<file path="config.mk">
export PLATFORM = sky130hd
export DESIGN_NAME = stage_mem_hs_flat
export DESIGN_NICKNAME = d
export VERILOG_FILES = /design/src/rtl/stage_mem_hs_pkg.sv /design/src/rtl/stage_mem_hs_if.sv /design/src/rtl/stage_mem_hs_lane_align.sv /design/src/rtl/stage_mem_hs.sv /design/src/flat_wrapper.sv
export SDC_FILE = /design/constraint.sdc
export NUM_CORES = 1
export LEC_CHECK = 0
export ABC_AREA = 1
export CAP_MARGIN = 20
export CORE_ASPECT_RATIO = 1.25
export CORE_MARGIN = 10
export CORE_UTILIZATION = 44
export DETAILED_ROUTE_END_ITERATION = 10
export GPL_ROUTABILITY_DRIVEN = 0
export HOLD_SLACK_MARGIN = 0.06
export PLACE_DENSITY = 0.95
export SYNTH_ARGS = -nofsm -noshare
export SYNTH_HDL_FRONTEND = slang
export SYNTH_SLANG_ARGS = --single-unit
</file>
<file path="constraint.sdc">
create_clock -name clk -period 4.5 [get_ports clk]
set_input_delay 0.9 -clock clk [delete_from_list [all_inputs] [get_ports clk]]
set_output_delay 0.9 -clock clk [all_outputs]
set_load 0.02 [all_outputs]
</file>
<file path="src/rtl/stage_mem_hs_pkg.sv">
// Shared types and lane helpers for the handshaked memory stage.
package stage_mem_hs_pkg;

    typedef enum logic [1:0] {
        BYTE  = 2'd0,
        HALF  = 2'd1,
        WORD  = 2'd2,
        DWORD = 2'd3
    } mem_size_e;

    typedef enum logic [1:0] {
        IDLE = 2'd0,
        REQ  = 2'd1,
        RSP  = 2'd2,
        OUT  = 2'd3
    } mem_state_e;

    // Byte-enable mask for an access of the given size starting at byte offset.
    function automatic logic [7:0] be_mask(input mem_size_e size, input logic [2:0] offset);
        logic [7:0] m;
        case (size)
            BYTE:    m = 8'h01;
            HALF:    m = 8'h03;
            WORD:    m = 8'h0F;
            default: m = 8'hFF;
        endcase
        return m << offset;
    endfunction

    // Offset not a multiple of the access size, or size wider than the bus.
    function automatic logic misaligned(input mem_size_e size, input logic [2:0] offset,
                                        input int nb);
        logic [3:0] bytes;
        bytes = 4'd1 << size;
        return ((offset & 3'(bytes - 4'd1)) != 3'd0) || (int'(bytes) > nb);
    endfunction

endpackage

</file>
<file path="src/rtl/stage_mem_hs_if.sv">
// EX-side, WB-side and data-memory signals of the memory stage.
interface stage_mem_hs_if #(
    parameter int WD_SIZE        = 32,
    parameter int INSTR_SIZE     = 32,
    parameter int INSTR_REG_BITS = 5
);
    logic                      in_valid;
    logic                      in_ready;
    logic [INSTR_SIZE-1:0]     pc_i;
    logic [INSTR_REG_BITS-1:0] rd_i;
    logic [WD_SIZE-1:0]        alu_result_i;
    logic [WD_SIZE-1:0]        rs2_data_i;
    logic                      instr_ld_i;
    logic                      instr_st_i;
    logic                      instr_jm_i;
    logic                      instr_br_i;
    logic [1:0]                mem_size_i;
    logic                      mem_unsigned_i;

    logic                      out_valid;
    logic                      out_ready;
    logic [INSTR_SIZE-1:0]     pc_o;
    logic [INSTR_REG_BITS-1:0] rd_o;
    logic [WD_SIZE-1:0]        alu_result_o;
    logic                      instr_ld_o;
    logic                      instr_jm_o;
    logic                      instr_br_o;
    logic [WD_SIZE-1:0]        rd_data_o;
    logic                      misalign_o;
    logic                      bus_err_o;

    logic                      mem_req;
    logic                      mem_gnt;
    logic [WD_SIZE-1:0]        mem_addr;
    logic                      mem_we;
    logic [WD_SIZE/8-1:0]      mem_be;
    logic [WD_SIZE-1:0]        mem_wdata;
    logic                      mem_rvalid;
    logic [WD_SIZE-1:0]        mem_rdata;

    modport master (
        output in_valid, pc_i, rd_i, alu_result_i, rs2_data_i, instr_ld_i, instr_st_i,
               instr_jm_i, instr_br_i, mem_size_i, mem_unsigned_i, out_ready,
               mem_gnt, mem_rvalid, mem_rdata,
        input  in_ready, out_valid, pc_o, rd_o, alu_result_o, instr_ld_o, instr_jm_o,
               instr_br_o, rd_data_o, misalign_o, bus_err_o,
               mem_req, mem_addr, mem_we, mem_be, mem_wdata
    );

    modport slave (
        input  in_valid, pc_i, rd_i, alu_result_i, rs2_data_i, instr_ld_i, instr_st_i,
               instr_jm_i, instr_br_i, mem_size_i, mem_unsigned_i, out_ready,
               mem_gnt, mem_rvalid, mem_rdata,
        output in_ready, out_valid, pc_o, rd_o, alu_result_o, instr_ld_o, instr_jm_o,
               instr_br_o, rd_data_o, misalign_o, bus_err_o,
               mem_req, mem_addr, mem_we, mem_be, mem_wdata
    );
endinterface

</file>
<file path="src/rtl/stage_mem_hs_lane_align.sv">
// Byte-lane steering: store shift + byte enables, load extract + sign/zero extend.
// Latency: combinational.
// Backpressure: none, pure datapath.
module mem_lane_align
    import stage_mem_hs_pkg::*;
#(
    parameter int WD_SIZE = 32
) (
    input  mem_size_e                    size,
    input  logic [$clog2(WD_SIZE/8)-1:0] offset,
    input  logic                         is_unsigned,
    input  logic [WD_SIZE-1:0]           st_data,
    input  logic [WD_SIZE-1:0]           ld_raw,
    output logic [WD_SIZE/8-1:0]         be,
    output logic [WD_SIZE-1:0]           st_lane,
    output logic [WD_SIZE-1:0]           ld_data
);
    localparam int NB = WD_SIZE / 8;

    logic [7:0]         be_full;
    logic [WD_SIZE-1:0] ld_shift;

    assign be_full  = be_mask(size, 3'(offset));
    assign be       = be_full[NB-1:0];
    assign st_lane  = st_data << {offset, 3'b000};
    assign ld_shift = ld_raw >> {offset, 3'b000};

    always_comb begin
        ld_data = ld_shift;
        case (size)
            BYTE: ld_data = is_unsigned ? WD_SIZE'(ld_shift[7:0])
                                        : WD_SIZE'($signed(ld_shift[7:0]));
            HALF: ld_data = is_unsigned ? WD_SIZE'(ld_shift[15:0])
                                        : WD_SIZE'($signed(ld_shift[15:0]));
            WORD: ld_data = is_unsigned ? WD_SIZE'(ld_shift[31:0])
                                        : WD_SIZE'($signed(ld_shift[31:0]));
            default: ld_data = ld_shift;
        endcase
    end
endmodule

</file>
<file path="src/rtl/stage_mem_hs.sv">
// Pipeline memory stage between EX and WB with a req/gnt/rvalid data-memory port.
// Latency: 1 cycle for non-memory/misaligned, 1 after gnt for stores, 1 after rvalid for loads.
// Backpressure: in_ready only in IDLE or when WB pops OUT; result held until out_ready.
module stage_mem_hs
    import stage_mem_hs_pkg::*;
#(
    parameter int WD_SIZE        = 32,
    parameter int INSTR_SIZE     = 32,
    parameter int INSTR_REG_BITS = 5,
    parameter int TIMEOUT_CYCLES = 16
) (
    input  logic          clk,
    input  logic          reset,
    stage_mem_hs_if.slave bus
);
    localparam int NB   = WD_SIZE / 8;
    localparam int OFFW = $clog2(NB);
    localparam int TW   = (TIMEOUT_CYCLES > 1) ? $clog2(TIMEOUT_CYCLES) : 1;
    localparam logic [TW-1:0] TMO_LAST = (TIMEOUT_CYCLES > 0) ? TW'(TIMEOUT_CYCLES - 1) : '0;

    mem_state_e                state, state_nxt;
    logic [INSTR_SIZE-1:0]     pc_q;
    logic [INSTR_REG_BITS-1:0] rd_q;
    logic [WD_SIZE-1:0]        alu_q, rs2_q, rd_data_q;
    logic                      ld_q, st_q, jm_q, br_q, uns_q, misalign_q, bus_err_q;
    mem_size_e                 size_q;
    logic [TW-1:0]             tmo_cnt;

    logic                      in_ready_c, accept, in_misalign, in_mem, tmo_expire, tmo_hit;
    logic [NB-1:0]             lane_be;
    logic [WD_SIZE-1:0]        lane_wdata, lane_ld;

    assign in_misalign = (bus.instr_ld_i | bus.instr_st_i) &
                         misaligned(mem_size_e'(bus.mem_size_i), 3'(bus.alu_result_i[OFFW-1:0]), NB);
    assign in_mem      = (bus.instr_ld_i | bus.instr_st_i) & ~in_misalign;
    assign accept      = in_ready_c & bus.in_valid & ~reset;
    assign tmo_expire  = (TIMEOUT_CYCLES > 0) && (tmo_cnt == TMO_LAST);

    always_comb begin
        state_nxt  = state;
        in_ready_c = 1'b0;
        tmo_hit    = 1'b0;
        case (state)
            IDLE: in_ready_c = 1'b1;
            REQ: begin
                // A grant in the expiry cycle still completes the access.
                if (bus.mem_gnt) begin
                    state_nxt = st_q ? OUT : RSP;
                end else if (tmo_expire) begin
                    tmo_hit   = 1'b1;
                    state_nxt = OUT;
                end
            end
            RSP: begin
                if (bus.mem_rvalid) begin
                    state_nxt = OUT;
                end else if (tmo_expire) begin
                    tmo_hit   = 1'b1;
                    state_nxt = OUT;
                end
            end
            OUT: begin
                in_ready_c = bus.out_ready;
                if (bus.out_ready) state_nxt = IDLE;
            end
            default: state_nxt = IDLE;
        endcase
        if (accept) state_nxt = in_mem ? REQ : OUT;
    end

    always_ff @(posedge clk) begin
        if (reset) state <= IDLE;
        else       state <= state_nxt;
    end

    always_ff @(posedge clk) begin
        if (reset) begin
            pc_q       <= '0;
            rd_q       <= '0;
            alu_q      <= '0;
            rs2_q      <= '0;
            rd_data_q  <= '0;
            ld_q       <= 1'b0;
            st_q       <= 1'b0;
            jm_q       <= 1'b0;
            br_q       <= 1'b0;
            uns_q      <= 1'b0;
            misalign_q <= 1'b0;
            bus_err_q  <= 1'b0;
            size_q     <= BYTE;
            tmo_cnt    <= '0;
        end else if (accept) begin
            pc_q       <= bus.pc_i;
            rd_q       <= bus.rd_i;
            alu_q      <= bus.alu_result_i;
            rs2_q      <= bus.rs2_data_i;
            ld_q       <= bus.instr_ld_i;
            st_q       <= bus.instr_st_i;
            jm_q       <= bus.instr_jm_i;
            br_q       <= bus.instr_br_i;
            uns_q      <= bus.mem_unsigned_i;
            size_q     <= mem_size_e'(bus.mem_size_i);
            rd_data_q  <= '0;
            misalign_q <= in_misalign;
            bus_err_q  <= 1'b0;
            tmo_cnt    <= '0;
        end else if (state == REQ || state == RSP) begin
            if (tmo_hit) bus_err_q <= 1'b1;
            if (state == RSP && bus.mem_rvalid) rd_data_q <= lane_ld;
            tmo_cnt <= (state_nxt != state) ? '0 : tmo_cnt + TW'(1);
        end
    end

    mem_lane_align #(.WD_SIZE(WD_SIZE)) u_lane (
        .size        (size_q),
        .offset      (alu_q[OFFW-1:0]),
        .is_unsigned (uns_q),
        .st_data     (rs2_q),
        .ld_raw      (bus.mem_rdata),
        .be          (lane_be),
        .st_lane     (lane_wdata),
        .ld_data     (lane_ld)
    );

    assign bus.in_ready     = in_ready_c & ~reset;
    assign bus.out_valid    = (state == OUT);
    assign bus.pc_o         = pc_q;
    assign bus.rd_o         = rd_q;
    assign bus.alu_result_o = alu_q;
    assign bus.instr_ld_o   = ld_q;
    assign bus.instr_jm_o   = jm_q;
    assign bus.instr_br_o   = br_q;
    assign bus.rd_data_o    = rd_data_q;
    assign bus.misalign_o   = misalign_q;
    assign bus.bus_err_o    = bus_err_q;

    // Memory port is quiet outside REQ so nothing leaks from stale captures.
    assign bus.mem_req   = (state == REQ);
    assign bus.mem_addr  = bus.mem_req ? (alu_q & ~WD_SIZE'(NB - 1)) : '0;
    assign bus.mem_we    = bus.mem_req & st_q;
    assign bus.mem_be    = bus.mem_req ? lane_be : '0;
    assign bus.mem_wdata = bus.mem_req ? lane_wdata : '0;
endmodule

</file>
<file path="src/flat_wrapper.sv">
// flat-port wrapper written by rule: the top's interface ports become plain ports
module stage_mem_hs_flat import stage_mem_hs_pkg::*;
#(
    parameter int WD_SIZE        = 32,
    parameter int INSTR_SIZE     = 32,
    parameter int INSTR_REG_BITS = 5,
    parameter int TIMEOUT_CYCLES = 16
)
  (clk, reset, bus_in_valid, bus_pc_i, bus_rd_i, bus_alu_result_i, bus_rs2_data_i, bus_instr_ld_i, bus_instr_st_i, bus_instr_jm_i, bus_instr_br_i, bus_mem_size_i, bus_mem_unsigned_i, bus_out_ready, bus_mem_gnt, bus_mem_rvalid, bus_mem_rdata, bus_in_ready, bus_out_valid, bus_pc_o, bus_rd_o, bus_alu_result_o, bus_instr_ld_o, bus_instr_jm_o, bus_instr_br_o, bus_rd_data_o, bus_misalign_o, bus_bus_err_o, bus_mem_req, bus_mem_addr, bus_mem_we, bus_mem_be, bus_mem_wdata);
  stage_mem_hs_if #(.WD_SIZE(WD_SIZE), .INSTR_SIZE(INSTR_SIZE), .INSTR_REG_BITS(INSTR_REG_BITS)) bus_i ();
  input  logic clk;
  input  logic reset;
  input wire logic [$bits(bus_i.in_valid)-1:0] bus_in_valid;
  input wire logic [$bits(bus_i.pc_i)-1:0] bus_pc_i;
  input wire logic [$bits(bus_i.rd_i)-1:0] bus_rd_i;
  input wire logic [$bits(bus_i.alu_result_i)-1:0] bus_alu_result_i;
  input wire logic [$bits(bus_i.rs2_data_i)-1:0] bus_rs2_data_i;
  input wire logic [$bits(bus_i.instr_ld_i)-1:0] bus_instr_ld_i;
  input wire logic [$bits(bus_i.instr_st_i)-1:0] bus_instr_st_i;
  input wire logic [$bits(bus_i.instr_jm_i)-1:0] bus_instr_jm_i;
  input wire logic [$bits(bus_i.instr_br_i)-1:0] bus_instr_br_i;
  input wire logic [$bits(bus_i.mem_size_i)-1:0] bus_mem_size_i;
  input wire logic [$bits(bus_i.mem_unsigned_i)-1:0] bus_mem_unsigned_i;
  input wire logic [$bits(bus_i.out_ready)-1:0] bus_out_ready;
  input wire logic [$bits(bus_i.mem_gnt)-1:0] bus_mem_gnt;
  input wire logic [$bits(bus_i.mem_rvalid)-1:0] bus_mem_rvalid;
  input wire logic [$bits(bus_i.mem_rdata)-1:0] bus_mem_rdata;
  output wire logic [$bits(bus_i.in_ready)-1:0] bus_in_ready;
  output wire logic [$bits(bus_i.out_valid)-1:0] bus_out_valid;
  output wire logic [$bits(bus_i.pc_o)-1:0] bus_pc_o;
  output wire logic [$bits(bus_i.rd_o)-1:0] bus_rd_o;
  output wire logic [$bits(bus_i.alu_result_o)-1:0] bus_alu_result_o;
  output wire logic [$bits(bus_i.instr_ld_o)-1:0] bus_instr_ld_o;
  output wire logic [$bits(bus_i.instr_jm_o)-1:0] bus_instr_jm_o;
  output wire logic [$bits(bus_i.instr_br_o)-1:0] bus_instr_br_o;
  output wire logic [$bits(bus_i.rd_data_o)-1:0] bus_rd_data_o;
  output wire logic [$bits(bus_i.misalign_o)-1:0] bus_misalign_o;
  output wire logic [$bits(bus_i.bus_err_o)-1:0] bus_bus_err_o;
  output wire logic [$bits(bus_i.mem_req)-1:0] bus_mem_req;
  output wire logic [$bits(bus_i.mem_addr)-1:0] bus_mem_addr;
  output wire logic [$bits(bus_i.mem_we)-1:0] bus_mem_we;
  output wire logic [$bits(bus_i.mem_be)-1:0] bus_mem_be;
  output wire logic [$bits(bus_i.mem_wdata)-1:0] bus_mem_wdata;
  assign bus_i.in_valid = bus_in_valid;
  assign bus_i.pc_i = bus_pc_i;
  assign bus_i.rd_i = bus_rd_i;
  assign bus_i.alu_result_i = bus_alu_result_i;
  assign bus_i.rs2_data_i = bus_rs2_data_i;
  assign bus_i.instr_ld_i = bus_instr_ld_i;
  assign bus_i.instr_st_i = bus_instr_st_i;
  assign bus_i.instr_jm_i = bus_instr_jm_i;
  assign bus_i.instr_br_i = bus_instr_br_i;
  assign bus_i.mem_size_i = bus_mem_size_i;
  assign bus_i.mem_unsigned_i = bus_mem_unsigned_i;
  assign bus_i.out_ready = bus_out_ready;
  assign bus_i.mem_gnt = bus_mem_gnt;
  assign bus_i.mem_rvalid = bus_mem_rvalid;
  assign bus_i.mem_rdata = bus_mem_rdata;
  assign bus_in_ready = bus_i.in_ready;
  assign bus_out_valid = bus_i.out_valid;
  assign bus_pc_o = bus_i.pc_o;
  assign bus_rd_o = bus_i.rd_o;
  assign bus_alu_result_o = bus_i.alu_result_o;
  assign bus_instr_ld_o = bus_i.instr_ld_o;
  assign bus_instr_jm_o = bus_i.instr_jm_o;
  assign bus_instr_br_o = bus_i.instr_br_o;
  assign bus_rd_data_o = bus_i.rd_data_o;
  assign bus_misalign_o = bus_i.misalign_o;
  assign bus_bus_err_o = bus_i.bus_err_o;
  assign bus_mem_req = bus_i.mem_req;
  assign bus_mem_addr = bus_i.mem_addr;
  assign bus_mem_we = bus_i.mem_we;
  assign bus_mem_be = bus_i.mem_be;
  assign bus_mem_wdata = bus_i.mem_wdata;
  stage_mem_hs #(.WD_SIZE(WD_SIZE), .INSTR_SIZE(INSTR_SIZE), .INSTR_REG_BITS(INSTR_REG_BITS), .TIMEOUT_CYCLES(TIMEOUT_CYCLES)) u_core (.clk(clk), .reset(reset), .bus(bus_i));
endmodule
</file>
==> metrics.md <==
| Metric | Value |
|---|---|
| Initial antenna violation count | 0 |
| Slew margin rel. | 46.52% |
| Hold Crit Class | flop to flop |
| Postcts setup bufs | 0 |
| Fin nets | 1292 |
| Final cycle utilization of the critical path | 91.15% |
| Cell Count, Final, Fillers Out | 1331 |
| Starting density of the core | 45.23% |
| CTS H-Tree Depth | 4 |
| CTS Hold Bufs | 0 |
| Status | complete, no violations |
| FP Rows | 49 |
| First-pass GRT wire length | 38.16 mm |
| CTS tree | built |
| Startpoint Class | flop |
| Total negative slack | 0 ps |
| Synth Warn # | 0 |
| Worst R2R Path Depth | 11 |
| CP Max Fanout | 20 |
| Most frequent cells in the layout | 321 x clkdlybuf4s50_1, 181 x nand2_1, 147 x dfxtp_1 |
| WHS Path Cells | 2 |
| Syn Area/Cell | 7.717 um^2 |
| Endpoints failing hold | 0 |
| Most common cell after layout, fill and taps aside | clkdlybuf4s50_1 |
| Antenna diode count | 0 |
| Worst skew pair latency | 410 ps |
| Vias in the first global route | 7136 |
| Core area | 14470 um^2 |
| Worst-margin pin slew | 802.3 ps |
| Sequential area share after synthesis | 45.28% |
| Post-Syn Area | 6544 um^2 |
| Post-synth ARST share | 0% |
| Die W | 129.1 um |
| Synth Flop Type | dfxtp_1 |
| DR WL/cell | 18.91 um |
| Pre-CTS WS | 875.9 ps |
| Peak supply drop | 0.0003506 V |
| Die ar. | 20180 um^2 |
| Share of cells above drive strength 1 | 5.117% |
| Worst hold path endpoint | u_core.bus.misalign_o$_SDFFE_PP0N_ |
| Post-Route WL | 25.17 mm |
| Setup WS post-layout | 398.4 ps |
| Ports | 324 |
| Tot GR Track Use | 23.71% |
| Unrepaired setup endpoints after global routing | false |
| Number of flops mapped to enable cells by yosys | 0 |
| FMAX | 243.8 MHz |
| Nature of the critical path endpoint | output port |
| Post-cts resize count | 0 |
| Antenna-violating nets left | 0 |
| Worst reg2reg path startpoint | u_core.state[0]$_SDFF_PP0_ |
| Largest net degree at the start of global routing | 79 |
| FF-to-FF setup slack | 1800 ps |
| Placed Instances | 1300 |
| 1st-iter DRT viols | 613 |
| DP Wirelength | 19.07 mm |
| # port buffers | 321 |
| Yosys top cell by area | dfxtp_1 |
| HP Start | u_core.bus.misalign_o$_SDFFE_PP0N_ |
| Crit path DAT | 3200 ps |
| Pwr dens | 592.8 nW/um^2 |
| Via count | 7031 |
| Leak pwr | 4.405 nW |
| Final min period | 4102 ps |
| # DRC | 0 |
| Post-Route Skew | 12.59 ps |
| Via/cell ratio | 5.282 |
| Total Power | 6.149 mW |
| Share of Yosys cell area claimed by the top area cell type | 45.28% |
| R2r endpoint | u_core.tmo_cnt[0]$_SDFFE_PP0P_ |
| Synth top area cells | dfxtp_1 45%, nand2_1 10%, a22o_1 10%, o21ai_0 6.7%, inv_1 6.3% |
| Unique masters post-synth | 34 |
| Clock Tree Buf Depth | 2 |
| Worst-path clk slew | 60 ps |
| Post-Syn Instances | 848 |
| Area of placed instances | 9764 um^2 |
| Clock Sinks | 148 |
| Fin area | 10370 um^2 |
| Max Transition Viols Final | 0 |
| TritonCTS buffer count | 17 |
| Gr ovfl total | 0 |
| Setup-failing EPs final | 0 |
| Max-cap check violation count | 0 |
| Crit Path Class | flop to output port |
| FF+latch count, synth | 148 |
| First-pass DRT Iterations | 8 |
| Synth-to-layout area growth | 58.51% |
| Required time of the critical path | 3600 ps |
| Root Buffer Master | clkbuf_16 |
| Die height | 156.3 um |
==> area by class of cell <==
class,instances,area (um^2)
Inverter,118,449.2
Tap cell,178,222.7
Multi-Input combinational cell,525,2840
Clock inverter,12,155.1
Timing Repair Buffer,331,3288
Fill cell,1090,4096
Clock buffer,19,452.9
Sequential cell,148,2964
==> cells in the mapped netlist, types with 2 or more instances <==
library cell    n
nand2_1       181
dfxtp_1       148
inv_1         110
o21ai_0        87
a22o_1         77
nor2_1         50
buf_2          29
a21oi_1        28
o22ai_1        19
nand3_1        17
o21bai_1       16
clkbuf_1       14
nor3_1          9
o21a_1          8
o21ai_1         7
buf_1           6
buf_4           6
inv_2           6
o32ai_1         6
ha_1            5
buf_6           3
nand4_1         3
inv_4           2
==> layer usage <==
metal  vias to the layer above  routed length [um]  track usage [%]
met1                      3230                9605            26.00
met4                         0                 832            9.767
li1                       3388                   -                -
met2                       353               12760            41.63
met3                        60                1976            7.133
met5                         -                   0                0
==> metrics by stage <==
step / hold WS [ps] / utilization (%)
4_1_cts: 469.5 / 71.69
3_5_place_dp: 456.3 / 67.49
6_report: 459.5 / 71.69
3_3_place_gp: 443.1 / 67.49
5_1_grt: 485.4 / 71.69
2_1_floorplan: 428.1 / -
==> worst max-delay path by stage <==
stage | slack [ps] | to | start | cells after the start
after floorplan | 1580 | bus_mem_wdata[0] | u_core.state[1]$_SDFF_PP0_ | 9
after global placement | 1050 | bus_mem_wdata[23] | u_core.state[1]$_SDFF_PP0_ | 8
after detailed placement | 880 | bus_mem_wdata[20] | u_core.state[1]$_SDFF_PP0_ | 6
after CTS | 410 | bus_mem_wdata[20] | u_core.state[1]$_SDFF_PP0_ | 6
after global routing | 220 | bus_mem_wdata[6] | u_core.state[1]$_SDFF_PP0_ | 9
final | 400 | bus_mem_wdata[20] | u_core.state[1]$_SDFF_PP0_ | 6
==> power by group <==
part	total, mW	switching, mW	internal [mW]
combinational	2.68	1.56	1.12
clock	1.46	0.558	0.900
sequential	2.01	0.314	1.70
total	6.15	2.43	3.72
==> logic make-up after synthesis <==
| kind of cell | share of synthesized area (%) |
|---|---|
| flip-flops | 45.28 |
| AO/OA/AOI/OAI | 25.41 |
| adder cells (fa/ha/maj) | 0.9560 |
| buffers and inverters | 11.41 |
| other | 0.05731 |
| AND/OR/NAND/NOR | 16.75 |
| XOR/XNOR | 0.1339 |
==> flip-flops by register name, summed over array words and instances (netlist names), 2 cells and up <==
register,cells
u_core.bus.alu_result_o,32
u_core.rs2_q,32
u_core.bus.rd_data_o,32
u_core.bus.pc_o,32
u_core.size_q,2
u_core.tmo_cnt,4
u_core.state,2
u_core.bus.rd_o,5
==> worst max-delay path, stage by stage (launching register included) <==
cell and delay [ps]:
dfxtp_1 350, inv_1 110, ha_2 450, buf_4 350, nand2_1 380, o32ai_1 470, clkdlybuf4s50_1 690
Note: power is estimated with default switching activity, not from simulation.
